<file path="src/rtl/rr_mux4_arbiter.sv">
// Round-robin arbiter in front of a shared 4:1 mux (tree of three 2:1 muxes).
// Grant, select and valid are registered. y is decoded from those registers
// and follows the data inputs combinationally. An owner's tenure is capped at
// MAX_HOLD cycles while another requester is waiting.
module rr_mux4_arbiter #(
  parameter int WIDTH    = 1,
  parameter int MAX_HOLD = 4
) (
  input  logic             clk,
  input  logic             rst,
  input  logic [3:0]       req,
  input  logic [WIDTH-1:0] d0,
  input  logic [WIDTH-1:0] d1,
  input  logic [WIDTH-1:0] d2,
  input  logic [WIDTH-1:0] d3,
  output logic [3:0]       gnt,
  output logic [1:0]       sel,
  output logic             valid,
  output logic [WIDTH-1:0] y
);

  typedef enum logic [0:0] {
    IDLE  = 1'b0,
    GRANT = 1'b1
  } state_t;

  localparam logic [3:0] MAX_HOLD_C = 4'(MAX_HOLD);

  // Registered state
  state_t     state_r;
  logic [1:0] owner_r;
  logic [1:0] last_r;
  logic [3:0] hold_cnt_r;
  logic [3:0] gnt_r;
  logic [1:0] sel_r;
  logic       valid_r;

  // Next-state values
  state_t     state_s;
  logic [1:0] owner_s;
  logic [1:0] last_s;
  logic [3:0] hold_cnt_s;
  logic [3:0] gnt_s;
  logic [1:0] sel_s;
  logic       valid_s;

  logic [3:0] others_s;
  logic [1:0] pick_s;
  logic [1:0] rot_pick_s;

  // Index to one-hot decode.
  function automatic logic [3:0] onehot4(input logic [1:0] idx);
    logic [3:0] v;
    v = 4'b0000;
    v[idx] = 1'b1;
    return v;
  endfunction

  // Round-robin search: candidates are scanned from last+1 upward (mod 4),
  // with last itself considered only after the other three.
  function automatic logic [1:0] rr_pick(input logic [3:0] cand,
                                         input logic [1:0] last);
    logic [1:0] idx;
    logic [1:0] win;
    logic       found;
    win   = last;
    found = 1'b0;
    for (int k = 1; k <= 4; k++) begin
      idx = last + 2'(k);
      if (!found && cand[idx]) begin
        win   = idx;
        found = 1'b1;
      end else begin
        found = found;
      end
    end
    return win;
  endfunction

  // Candidate winners: fresh pick from all requests, and rotation pick that
  // excludes the current owner.
  always_comb begin
    others_s   = req & ~onehot4(owner_r);
    pick_s     = rr_pick(req, last_r);
    rot_pick_s = rr_pick(others_s, owner_r);
  end

  // Next-state and tenure bookkeeping.
  always_comb begin
    state_s    = state_r;
    owner_s    = owner_r;
    last_s     = last_r;
    hold_cnt_s = hold_cnt_r;
    case (state_r)
      IDLE: begin
        if (req != 4'b0000) begin
          state_s    = GRANT;
          owner_s    = pick_s;
          last_s     = pick_s;
          hold_cnt_s = 4'd1;
        end else begin
          state_s    = IDLE;
        end
      end
      GRANT: begin
        if (!req[owner_r]) begin
          if (others_s != 4'b0000) begin
            // Hand over at the same edge, no idle bubble.
            owner_s    = rot_pick_s;
            last_s     = rot_pick_s;
            hold_cnt_s = 4'd1;
          end else begin
            state_s    = IDLE;
            owner_s    = 2'b00;
            hold_cnt_s = 4'd0;
          end
        end else if (hold_cnt_r < MAX_HOLD_C) begin
          hold_cnt_s = hold_cnt_r + 4'd1;
        end else if (others_s != 4'b0000) begin
          // Tenure exhausted with someone waiting: force rotation.
          owner_s    = rot_pick_s;
          last_s     = rot_pick_s;
          hold_cnt_s = 4'd1;
        end else begin
          // Nobody waiting: keep the grant, counter saturates.
          hold_cnt_s = MAX_HOLD_C;
        end
      end
      default: begin
        state_s    = IDLE;
        owner_s    = 2'b00;
        last_s     = 2'd3;
        hold_cnt_s = 4'd0;
      end
    endcase
  end

  // Output decode of the next state; registered below so outputs are glitch-free.
  always_comb begin
    if (state_s == GRANT) begin
      gnt_s   = onehot4(owner_s);
      sel_s   = owner_s;
      valid_s = 1'b1;
    end else begin
      gnt_s   = 4'b0000;
      sel_s   = 2'b00;
      valid_s = 1'b0;
    end
  end

  // State and output registers with synchronous reset; last=3 gives input 0
  // first priority after reset.
  always_ff @(posedge clk) begin
    if (rst) begin
      state_r    <= IDLE;
      owner_r    <= 2'b00;
      last_r     <= 2'd3;
      hold_cnt_r <= 4'd0;
      gnt_r      <= 4'b0000;
      sel_r      <= 2'b00;
      valid_r    <= 1'b0;
    end else begin
      state_r    <= state_s;
      owner_r    <= owner_s;
      last_r     <= last_s;
      hold_cnt_r <= hold_cnt_s;
      gnt_r      <= gnt_s;
      sel_r      <= sel_s;
      valid_r    <= valid_s;
    end
  end

  // Mux tree: stage 1 on S0 (i0/i1, i2/i3), stage 2 on S1; zero when idle.
  logic [WIDTH-1:0] stage_lo_s;
  logic [WIDTH-1:0] stage_hi_s;

  always_comb begin
    if (sel_r[0]) begin
      stage_lo_s = d1;
      stage_hi_s = d3;
    end else begin
      stage_lo_s = d0;
      stage_hi_s = d2;
    end
    if (!valid_r) begin
      y = '0;
    end else if (sel_r[1]) begin
      y = stage_hi_s;
    end else begin
      y = stage_lo_s;
    end
  end

  assign gnt   = gnt_r;
  assign sel   = sel_r;
  assign valid = valid_r;

endmodule
</file>
<file path="config.mk">
export PLATFORM = sky130hd
export DESIGN_NAME = rr_mux4_arbiter
export DESIGN_NICKNAME = d
export VERILOG_FILES = /design/src/rtl/rr_mux4_arbiter.sv
export SDC_FILE = /design/constraint.sdc
export NUM_CORES = 1
export LEC_CHECK = 0
export ABC_AREA = 0
export CELL_PAD_IN_SITES_DETAIL_PLACEMENT = 0
export CELL_PAD_IN_SITES_GLOBAL_PLACEMENT = 2
export CORE_UTILIZATION = 35
export DETAILED_ROUTE_END_ITERATION = 12
export GPL_TIMING_DRIVEN = 0
export PLACE_DENSITY = 0.95
export SETUP_SLACK_MARGIN = 0.5
export SKIP_LAST_GASP = 1
export SLEW_MARGIN = 20
export SYNTH_ARGS = -nofsm -noshare
export SYNTH_HDL_FRONTEND = slang
export SYNTH_SLANG_ARGS = --single-unit
</file>
<file path="constraint.sdc">
create_clock -name clk -period 5.8 [get_ports clk]
set_input_delay 1.16 -clock clk [delete_from_list [all_inputs] [get_ports clk]]
set_output_delay 1.16 -clock clk [all_outputs]
set_load 0.005 [all_outputs]
</file>
==> impl_metrics.csv, run 1 <==
group,metric,value,unit
power,switching_share,0.353,
yosys,synth_top_family_by_area,"simple AND/OR/NAND/NOR gates",
routing,postRouteAntennaNets,0,
timing,hold_viol_final,0,
worst_setup_path,arrival,2600,ps
hold_path,min_from,"hold_cnt_r[1]$_SDFFE_PP0P_",
clock_network,clock_path_buffers,2,
routing,drt_iter0_drc,47,
yosys,synth_nets,142,
yosys,avgSynthCellArea,9.06,um^2
timing,fin_worst_skew,3.40,ps
worst_setup_path,crit_chain,"clkdlybuf4s50_1, mux4_2, and2_1, clkdlybuf4s50_1",
timing,setup_viol,0,
power,seqPwrFrac,0.374,
floorplanning,io_pins,18,
global_routing,grt_usage,0.169,
timing,post-route-period-util,0.648,
clock_network,cts_root_buffer,"clkbuf_4",
finish,nNetsFinal,163,
worst_setup_path,path_buf_inv,2,
clock_network,holdBufCountCts,0,
worst_setup_path,cp.required,4640,ps
clock_network,clock_sinks,15,
yosys,syn_inst,127,
worst_setup_path,crit_fanout,1,
yosys,syn-cell-area,0.00115,mm^2
worst_setup_path,r2r-end,"gnt[1]$_SDFF_PP0_",
yosys,async_flop_share,0,
yosys,ys_types,51,
clock_network,htreeDepth,1,
routing,wl_per_cell,14.8,um
placed_design,hpwl,2.17,mm
power,internal-power,0.222,mW
finish,num-fill-cells,310,
yosys,yosys.area_share.simple,0.258,
worst_setup_path,cp_slowest_cell,"mux4_2",
clock_network,cts_buffers,3,
power,p_per_area,246,mW/mm^2
routing,vias,1081,
timing,rsz0062_at_grt,"no",
clock_network,post_cts_buffers,0,
outcome,status,"complete, no violations",
global_routing,overflow,0,
yosys,yosysTopAreaCellShare,0.261,
floorplanning,fp.coreArea,0.00308,mm^2
power,p_switching,0.121,mW
finish,diodes,0,
global_routing,grt_pass1_wl,4.50,mm
floorplanning,initial_core_util,0.374,
routing,drc,0,
yosys,synth_edf_count,0,
yosys,synth_fa_ha_area_frac,0.0543,
power,power.share.clock,0.174,
worst_setup_path,max_stage_delay,450,ps
worst_setup_path,crit_family,"buffers and inverters",
floorplanning,fp.dieH,59.4,um
global_routing,grt_antenna_before_repair,0,
global_routing,grt_pass1_vias,969,
timing,period_minus_slack,3760,ps
placed_design,port_buffers,16,
worst_setup_path,crit_type,"primary input to output pin",
power,p_leak,0.518,nW
yosys,ys.flop_type,"dfxtp_1",
power,combPwrFrac,0.452,
clock_network,clkTransAtPathRegs,90,ps
timing,fin_tns_setup,0,ps
finish,synthToLayoutAreaGrowth,21.0,%
finish,layout_common_cells,"clkdlybuf4s50_1, dfxtp_1, nor2_1",
worst_setup_path,crit_path_start_kind,"primary input",
clock_network,tritoncts,"done",
timing,fmax,0.266,GHz
flow_run,maxCapViolations,0,
floorplanning,dieArea,0.00352,mm^2
timing,worstMarginPinSlew,611,ps
floorplanning,fp-row-count,20,
yosys,yosys-mux-area-fraction,0.134,
power,ir_drop,0.000158,V
finish,final_core_util,0.452,
worst_setup_path,reg2reg_from,"owner_r[1]$_SDFF_PP0_",
finish,ff_latch_area,300,um^2
yosys,yosys_warnings,0,
finish,multiInputGateArea,778,um^2
finish,final_common_cell,"clkdlybuf4s50_1",
yosys,synthTopCellsByArea,"dfxtp_1, mux4_2, ha_1, and4_1, nor2_1",
global_routing,grt_max_degree,11,
hold_path,min_path_cells,2,
yosys,synth-xor-area-share,0,
timing,slew_viol_final,0,
placed_design,gp_congestion,0.802,
worst_setup_path,ff2ff_path_depth,8,
worst_setup_path,endpoint_kind,"output pin",
hold_path,hp-class,"flip-flop to flip-flop",
yosys,synth_seq_cells,15,
worst_setup_path,critPathMostFrequentCell,"clkdlybuf4s50_1",
yosys,synth_compound_area_frac,0.230,
routing,dr.pass1.iters,4,
yosys,yosysSeqAreaShare,0.261,
yosys,yosysTopAreaCell,"dfxtp_1",
hold_path,hold_end,"hold_cnt_r[1]$_SDFFE_PP0P_",
timing,relSlewSlack,0.589,
finish,layout-drive-gt1-share,0.143,
routing,drt-total-wl,2.84,mm
clock_network,clk_latency,280,ps
worst_setup_path,reg2reg_setup_slack,3360,ps
clock_network,cts.repair.resized,0,
floorplanning,die_w,59.4,um
routing,viasPerCell,5.66,
## layer usage
metal	share of wire	vias to the layer above	track usage	wire length, um
met5	0	-	0	0
met4	0.0060	0	0.0374	17
met3	0.041	4	0.0415	117
met2	0.47	20	0.279	1320
met1	0.49	526	0.222	1380
li1	-	531	-	-
## cells in the mapped netlist, types with 2 or more instances
cell type	count
a211oi_1	4
a21o_1	2
a21oi_1	5
a311oi_1	3
and2_1	3
and4_1	4
buf_2	2
clkbuf_1	3
clkbuf_2	2
dfxtp_1	15
ha_1	5
inv_1	7
mux2_2	3
mux2i_1	3
mux4_2	3
nand2b_1	2
nor2_1	9
nor2b_1	5
nor3_1	3
nor3b_1	4
nor4b_1	2
o21a_1	2
o21ai_0	6
o311ai_0	2
or4_1	2
## worst reg2reg max path: cells and delay by family, from the launching register on
kind                       cells  cell delay (ps)
AOI/OAI and AO/OA              3              790
and+or+nand+nor                2              610
buffers and inverters          2              380
DFF                            1              370
adders and majority gates      1              200
## power by group through the flow
stage	sequential [mW]	combinational [mW]	clock [mW]
finish	0.128	0.155	0.0595
global route	0.130	0.168	0.0666
CTS	0.128	0.154	0.0610
detailed placement	0.131	0.153	0
global placement	0.130	0.150	0
floorplan	0.129	0.108	0
## layout make-up
type,instances,share of cell area
clock buffers,4,0.0189
inverters,7,0.0189
repair buffers,16,0.115
well taps,44,0.0395
multi-input cells,96,0.559
plain buffers,9,0.0332
flip-flops and latches,15,0.216
## cell families (layout without fill, tap and decap cells)
family                     count (synthesis)  count (layout)
and+or+nand+nor                           45              45
muxes                                     10              10
AOI/OAI and AO/OA                         36              36
DFF                                       15              15
adders and majority gates                  5               5
buffers and inverters                     16              36
## worst max path at each step
stage	from	to	slack, ps	depth (start not counted)
after floorplan	d3	y	2880	2
after global placement	d3	y	2040	4
after detailed placement	d3	y	2040	4
after CTS	d3	y	2030	4
after global routing	d3	y	2020	4
final	d3	y	2040	4
## metrics by stage
stage | hold slack (ps) | power (mW) | cells | cell area [um^2] | setup slack [ps]
after detailed placement | 498 | 0.284 | 187 | 1370 | 2040
after global placement | 484 | 0.280 | 187 | 1370 | 2040
after global routing | 552 | 0.365 | 191 | 1390 | 2020
after floorplan | 458 | 0.236 | 127 | 1150 | 2880
final | 512 | 0.343 | 191 | 1390 | 2040
after CTS | 520 | 0.344 | 191 | 1390 | 2030
## state kept, by name (all words and copies together), names as in the netlist
name	flops
sel	2
owner_r	2
hold_cnt_r	4
state_r	1
last_r	2
gnt	4
Power figures use the tool's default switching activity.
==> run 2: changes to the inputs <==
CORE_UTILIZATION = 29   (was 35)
PLACE_DENSITY = 0.86   (was 0.95)
clock period = 3.36 ns   (was 5.8 ns; I/O delays follow)
==> run 2 against run 1 <==
Compared with the run above: total power grew 84%; largest power group unchanged; sequential share of layout area shrank 0.40 points; hold slack lost 6.6 ps.
==> impl_metrics.csv, run 2 (synthesis gave the netlist of run 1 again) <==
group,metric,value,unit
clock_network,clock_path_buffers,2,
floorplanning,initial_core_util,0.307,
timing,relSlewSlack,0.593,
routing,drt_iter0_drc,67,
floorplanning,fp.dieH,65,um
hold_path,hp-class,"flip-flop to flip-flop",
routing,wl_per_cell,14.7,um
floorplanning,dieArea,0.00423,mm^2
routing,drt-total-wl,2.87,mm
timing,worstMarginPinSlew,605,ps
timing,period_minus_slack,2660,ps
clock_network,clkTransAtPathRegs,60,ps
finish,diodes,0,
placed_design,gp_congestion,0.814,
flow_run,maxCapViolations,0,
timing,setup_viol,0,
routing,viasPerCell,5.41,
timing,rsz0062_at_grt,"no",
clock_network,cts.repair.resized,0,
hold_path,hold_end,"hold_cnt_r[1]$_SDFFE_PP0P_",
routing,drc,0,
routing,dr.pass1.iters,4,
finish,layoutNonFillerInstCount,195,
timing,post-route-period-util,0.792,
hold_path,min_path_cells,2,
worst_setup_path,max_stage_delay,570,ps
global_routing,grt_usage,0.150,
worst_setup_path,path_buf_inv,2,
floorplanning,fp-row-count,22,
worst_setup_path,crit_path_start_kind,"primary input",
timing,fin_tns_setup,0,ps
global_routing,overflow,0,
timing,fmax,0.376,GHz
clock_network,post_cts_buffers,0,
global_routing,grt_pass1_wl,4.83,mm
clock_network,htreeDepth,1,
power,p_leak,0.540,nW
worst_setup_path,cp.required,3550,ps
routing,vias,1055,
finish,layout-drive-gt1-share,0.143,
power,finalPower,0.631,mW
placed_design,port_buffers,16,
placed_design,hpwl,2.15,mm
clock_network,clk_latency,240,ps
worst_setup_path,arrival,2850,ps
worst_setup_path,cp_slowest_cell,"clkdlybuf4s50_1",
worst_setup_path,crit_family,"simple AND/OR/NAND/NOR gates",
routing,postRouteAntennaNets,0,
hold_path,min_from,"hold_cnt_r[1]$_SDFFE_PP0P_",
worst_setup_path,crit_start,"req[3]",
worst_setup_path,ff2ff_path_depth,8,
worst_setup_path,r2r-end,"gnt[2]$_SDFF_PP0_",
worst_setup_path,endpoint_kind,"flip-flop",
finish,layout_common_cells,"dfxtp_1, clkdlybuf4s50_1, nor2_1",
timing,slew_viol_final,0,
worst_setup_path,reg2reg_from,"owner_r[1]$_SDFF_PP0_",
placed_design,dp.cells,191,
worst_setup_path,reg2reg_setup_slack,980,ps
finish,synthToLayoutAreaGrowth,23.3,%
floorplanning,io_pins,18,
global_routing,grt_max_degree,11,
clock_network,tritoncts,"done",
global_routing,grt_antenna_before_repair,0,
clock_network,holdBufCountCts,0,
outcome,status,"complete, no violations",
worst_setup_path,crit_chain,"clkdlybuf4s50_1, or4_1, clkbuf_1, nor2_1, a311oi_1, a21oi_1, and4_1",
clock_network,cts_root_buffer,"clkbuf_8",
timing,hold_viol_final,0,
power,p_per_area,445,mW/mm^2
power,ir_drop,0.000321,V
global_routing,grt_pass1_vias,1038,
floorplanning,die_w,65,um
worst_setup_path,crit_type,"primary input to flip-flop",
clock_network,cts_buffers,3,
clock_network,clock_sinks,15,
worst_setup_path,crit_fanout,9,
finish,nNetsFinal,163,
timing,fin_worst_skew,2.93,ps
floorplanning,fp.coreArea,0.00374,mm^2
## run 2: routing by layer
metal	wire, um	GRT usage
met3	91	0.0370
met4	27	0.0417
met5	0	0
met2	1340	0.257
met1	1400	0.184
## run 2: metrics by stage
| step | area (um^2) | util | hold slack [ps] | setup slack, ps |
|---|---|---|---|---|
| floorplan | 1150 | - | 458 | 1140 |
| global placement | 1370 | 0.366 | 487 | 458 |
| detailed placement | 1370 | 0.366 | 503 | 465 |
| CTS | 1420 | 0.378 | 517 | 568 |
| global route | 1420 | 0.379 | 559 | 527 |
| finish | 1420 | 0.379 | 505 | 697 |
## run 2: cell type report
cell class	instances	area, um^2
multi-input combinational	96	778
buffer	9	46.3
clock buffer	4	45.0
fill	408	2320
tap	48	60.1
timing repair buffer	16	163
inverter	7	26.3
sequential	15	300
## run 2: how the worst max path moves through the flow
stage | to | cells past startpoint | slack, ps
after floorplan | gnt[2]$_SDFF_PP0_ | 6 | 1140
after global placement | gnt[2]$_SDFF_PP0_ | 7 | 460
after detailed placement | gnt[2]$_SDFF_PP0_ | 6 | 470
after CTS | y | 4 | 570
after global routing | gnt[2]$_SDFF_PP0_ | 8 | 530
final | gnt[2]$_SDFF_PP0_ | 7 | 700
## run 2: power breakdown
| group | switching [mW] | leakage (nW) | total [mW] | internal [mW] |
|---|---|---|---|---|
| clock | 0.0593 | 0.0228 | 0.143 | 0.0839 |
| sequential | 0.0210 | 0.124 | 0.222 | 0.201 |
| combinational | 0.130 | 0.394 | 0.265 | 0.135 |
| total | 0.210 | 0.540 | 0.631 | 0.421 |
## run 2: worst min-delay path, delay by kind of cell, from the launching register on
| family | cells | cell delay (ps) |
|---|---|---|
| compound gates | 1 | 60 |
| flops | 1 | 330 |
| simple gates | 1 | 80 |
==> run 3: changes to the inputs <==
CORE_UTILIZATION = 32   (was 29)
PLACE_DENSITY = 0.9   (was 0.86)
clock period = 2.6 ns   (was 3.36 ns; I/O delays follow)
==> run 3 against run 2 <==
Compared with the run above: via count up 14%; final cell count up 9.7%; cell area up 22%; global-route usage up 4.2 points; combinational power up 91%; sequential power up 30%; critical path type is now flip-flop to flip-flop; largest cell class unchanged.
==> impl_metrics.csv, run 3 (synthesis gave the netlist of run 1 again) <==
group,metric,value,unit
outcome,status,"complete, no violations",
global_routing,overflow,0,
routing,drt_iter0_drc,48,
power,p_leak,0.682,nW
timing,period_minus_slack,2130,ps
worst_setup_path,crit_fanout,4,
finish,multiInputGateArea,891,um^2
timing,setup_ws,467,ps
floorplanning,dieArea,0.00384,mm^2
worst_setup_path,arrival,2310,ps
power,switching_share,0.362,
floorplanning,die_w,62.0,um
routing,drc,0,
global_routing,grt_pass1_vias,1154,
finish,final_common_cell,"buf_4",
finish,final_core_util,0.510,
floorplanning,fp.coreArea,0.00339,mm^2
routing,dr.pass1.iters,4,
finish,ff_latch_area,308,um^2
global_routing,grt_antenna_before_repair,0,
routing,wl_per_cell,16.2,um
finish,num-fill-cells,313,
finish,diodes,0,
flow_run,maxCapViolations,0,
routing,postRouteAntennaNets,0,
finish,layoutNonFillerInstCount,214,
hold_path,hold_end,"hold_cnt_r[1]$_SDFFE_PP0P_",
worst_setup_path,crit_start,"owner_r[1]$_SDFF_PP0_",
power,internal-power,0.594,mW
floorplanning,fp.dieH,62.0,um
hold_path,min_path_cells,2,
worst_setup_path,reg2reg_from,"owner_r[1]$_SDFF_PP0_",
hold_path,hp-class,"flip-flop to flip-flop",
timing,slew_viol_final,0,
floorplanning,io_pins,18,
power,ir_drop,0.000200,V
global_routing,grt_max_degree,11,
clock_network,htreeDepth,1,
worst_setup_path,crit_type,"flip-flop to flip-flop",
placed_design,hpwl,2.12,mm
power,p_per_area,538,mW/mm^2
timing,rsz0062_at_grt,"yes",
finish,nNetsFinal,184,
floorplanning,initial_core_util,0.340,
clock_network,clkTransAtPathRegs,100,ps
power,power.share.clock,0.145,
finish,layout_common_cells,"buf_4, dfxtp_1, nor2_1",
timing,hold_viol_final,0,
timing,setup_viol,0,
timing,worstMarginPinSlew,532,ps
routing,drt-total-wl,3.47,mm
routing,vias,1207,
finish,layout-drive-gt1-share,0.381,
clock_network,holdBufCountCts,0,
timing,fmax,0.469,GHz
hold_path,min_from,"hold_cnt_r[1]$_SDFFE_PP0P_",
placed_design,dp.cells,189,
placed_design,port_buffers,16,
clock_network,tritoncts,"done",
floorplanning,fp-row-count,21,
clock_network,clk_latency,280,ps
clock_network,cts_root_buffer,"clkbuf_4",
worst_setup_path,reg2reg_setup_slack,470,ps
finish,synthToLayoutAreaGrowth,50.2,%
placed_design,gp_congestion,0.788,
power,seqPwrFrac,0.310,
worst_setup_path,r2r-end,"gnt[2]$_SDFF_PP0_",
placed_design,pre_cts_slack,-153,ps
timing,relSlewSlack,0.642,
worst_setup_path,ff2ff_path_depth,8,
timing,fin_worst_skew,7.15,ps
timing,post-route-period-util,0.821,
clock_network,clock_path_buffers,2,
clock_network,cts_buffers,3,
worst_setup_path,cp.required,2780,ps
routing,viasPerCell,5.64,
power,combPwrFrac,0.545,
worst_setup_path,endpoint_kind,"flip-flop",
global_routing,grt_usage,0.192,
worst_setup_path,crit_path_start_kind,"flip-flop",
timing,whs,513,ps
clock_network,clock_sinks,15,
power,p_switching,0.337,mW
global_routing,grt_pass1_wl,5.54,mm
## run 3: worst max-delay path, stage by stage, from the launching register on
cell	delay, ps
dfxtp_4	370
buf_8	130
inv_8	60
ha_4	140
nor2b_4	40
or4_4	560
and3_4	230
a221o_1	310
and4_1	200
## run 3: final cells by class
type                       count  area share
timing repair buffer          37       0.181
multi-input combinational     96       0.515
sequential                    15       0.178
clock inverter                 1     0.00289
inverter                       7      0.0239
buffer                         9      0.0528
clock buffer                   3      0.0130
tap                           46      0.0333
## run 3: routing by layer
| layer | share of wire | wire length, um | GRT usage | vias to the layer above |
|---|---|---|---|---|
| met4 | 0.017 | 60 | 0.0381 | 0 |
| met5 | 0 | 0 | 0 | - |
| met3 | 0.026 | 90 | 0.0269 | 6 |
| met2 | 0.49 | 1710 | 0.336 | 23 |
| met1 | 0.46 | 1610 | 0.251 | 607 |
| li1 | - | - | - | 571 |
## run 3: repair_timing
item | 4_1_cts | 5_1_grt
resized for setup | 52 | 7
endpoints found under the setup margin | 14 | 8
setup buffers | 14 | 7
pin swaps | 3 | 4
## run 3: power groups by stage
stage	Clock, mW	Combinational [mW]	Sequential (mW)
after floorplan	0	0.243	0.287
after global placement	0	0.339	0.291
after detailed placement	0	0.343	0.292
after CTS	0.136	0.440	0.287
after global routing	0.149	0.546	0.292
final	0.135	0.507	0.289
## run 3: how the worst max path moves through the flow
stage | endpoint | slack, ps | cells after the start
detailed placement | gnt[1]$_SDFF_PP0_ | -150 | 6
finish | gnt[2]$_SDFF_PP0_ | 470 | 8
CTS | gnt[2]$_SDFF_PP0_ | 510 | 8
global route | gnt[2]$_SDFF_PP0_ | 410 | 8
floorplan | gnt[2]$_SDFF_PP0_ | 500 | 8
global placement | gnt[0]$_SDFF_PP0_ | -120 | 6
## run 3: metrics by stage
stage / TNS, ps / power (mW) / instance area [um^2]
floorplan: 0 / 0.530 / 1150
CTS: 0 / 0.863 / 1650
global route: 0 / 0.987 / 1730
global placement: -625 / 0.630 / 1370
finish: 0 / 0.931 / 1730
detailed placement: -830 / 0.635 / 1370
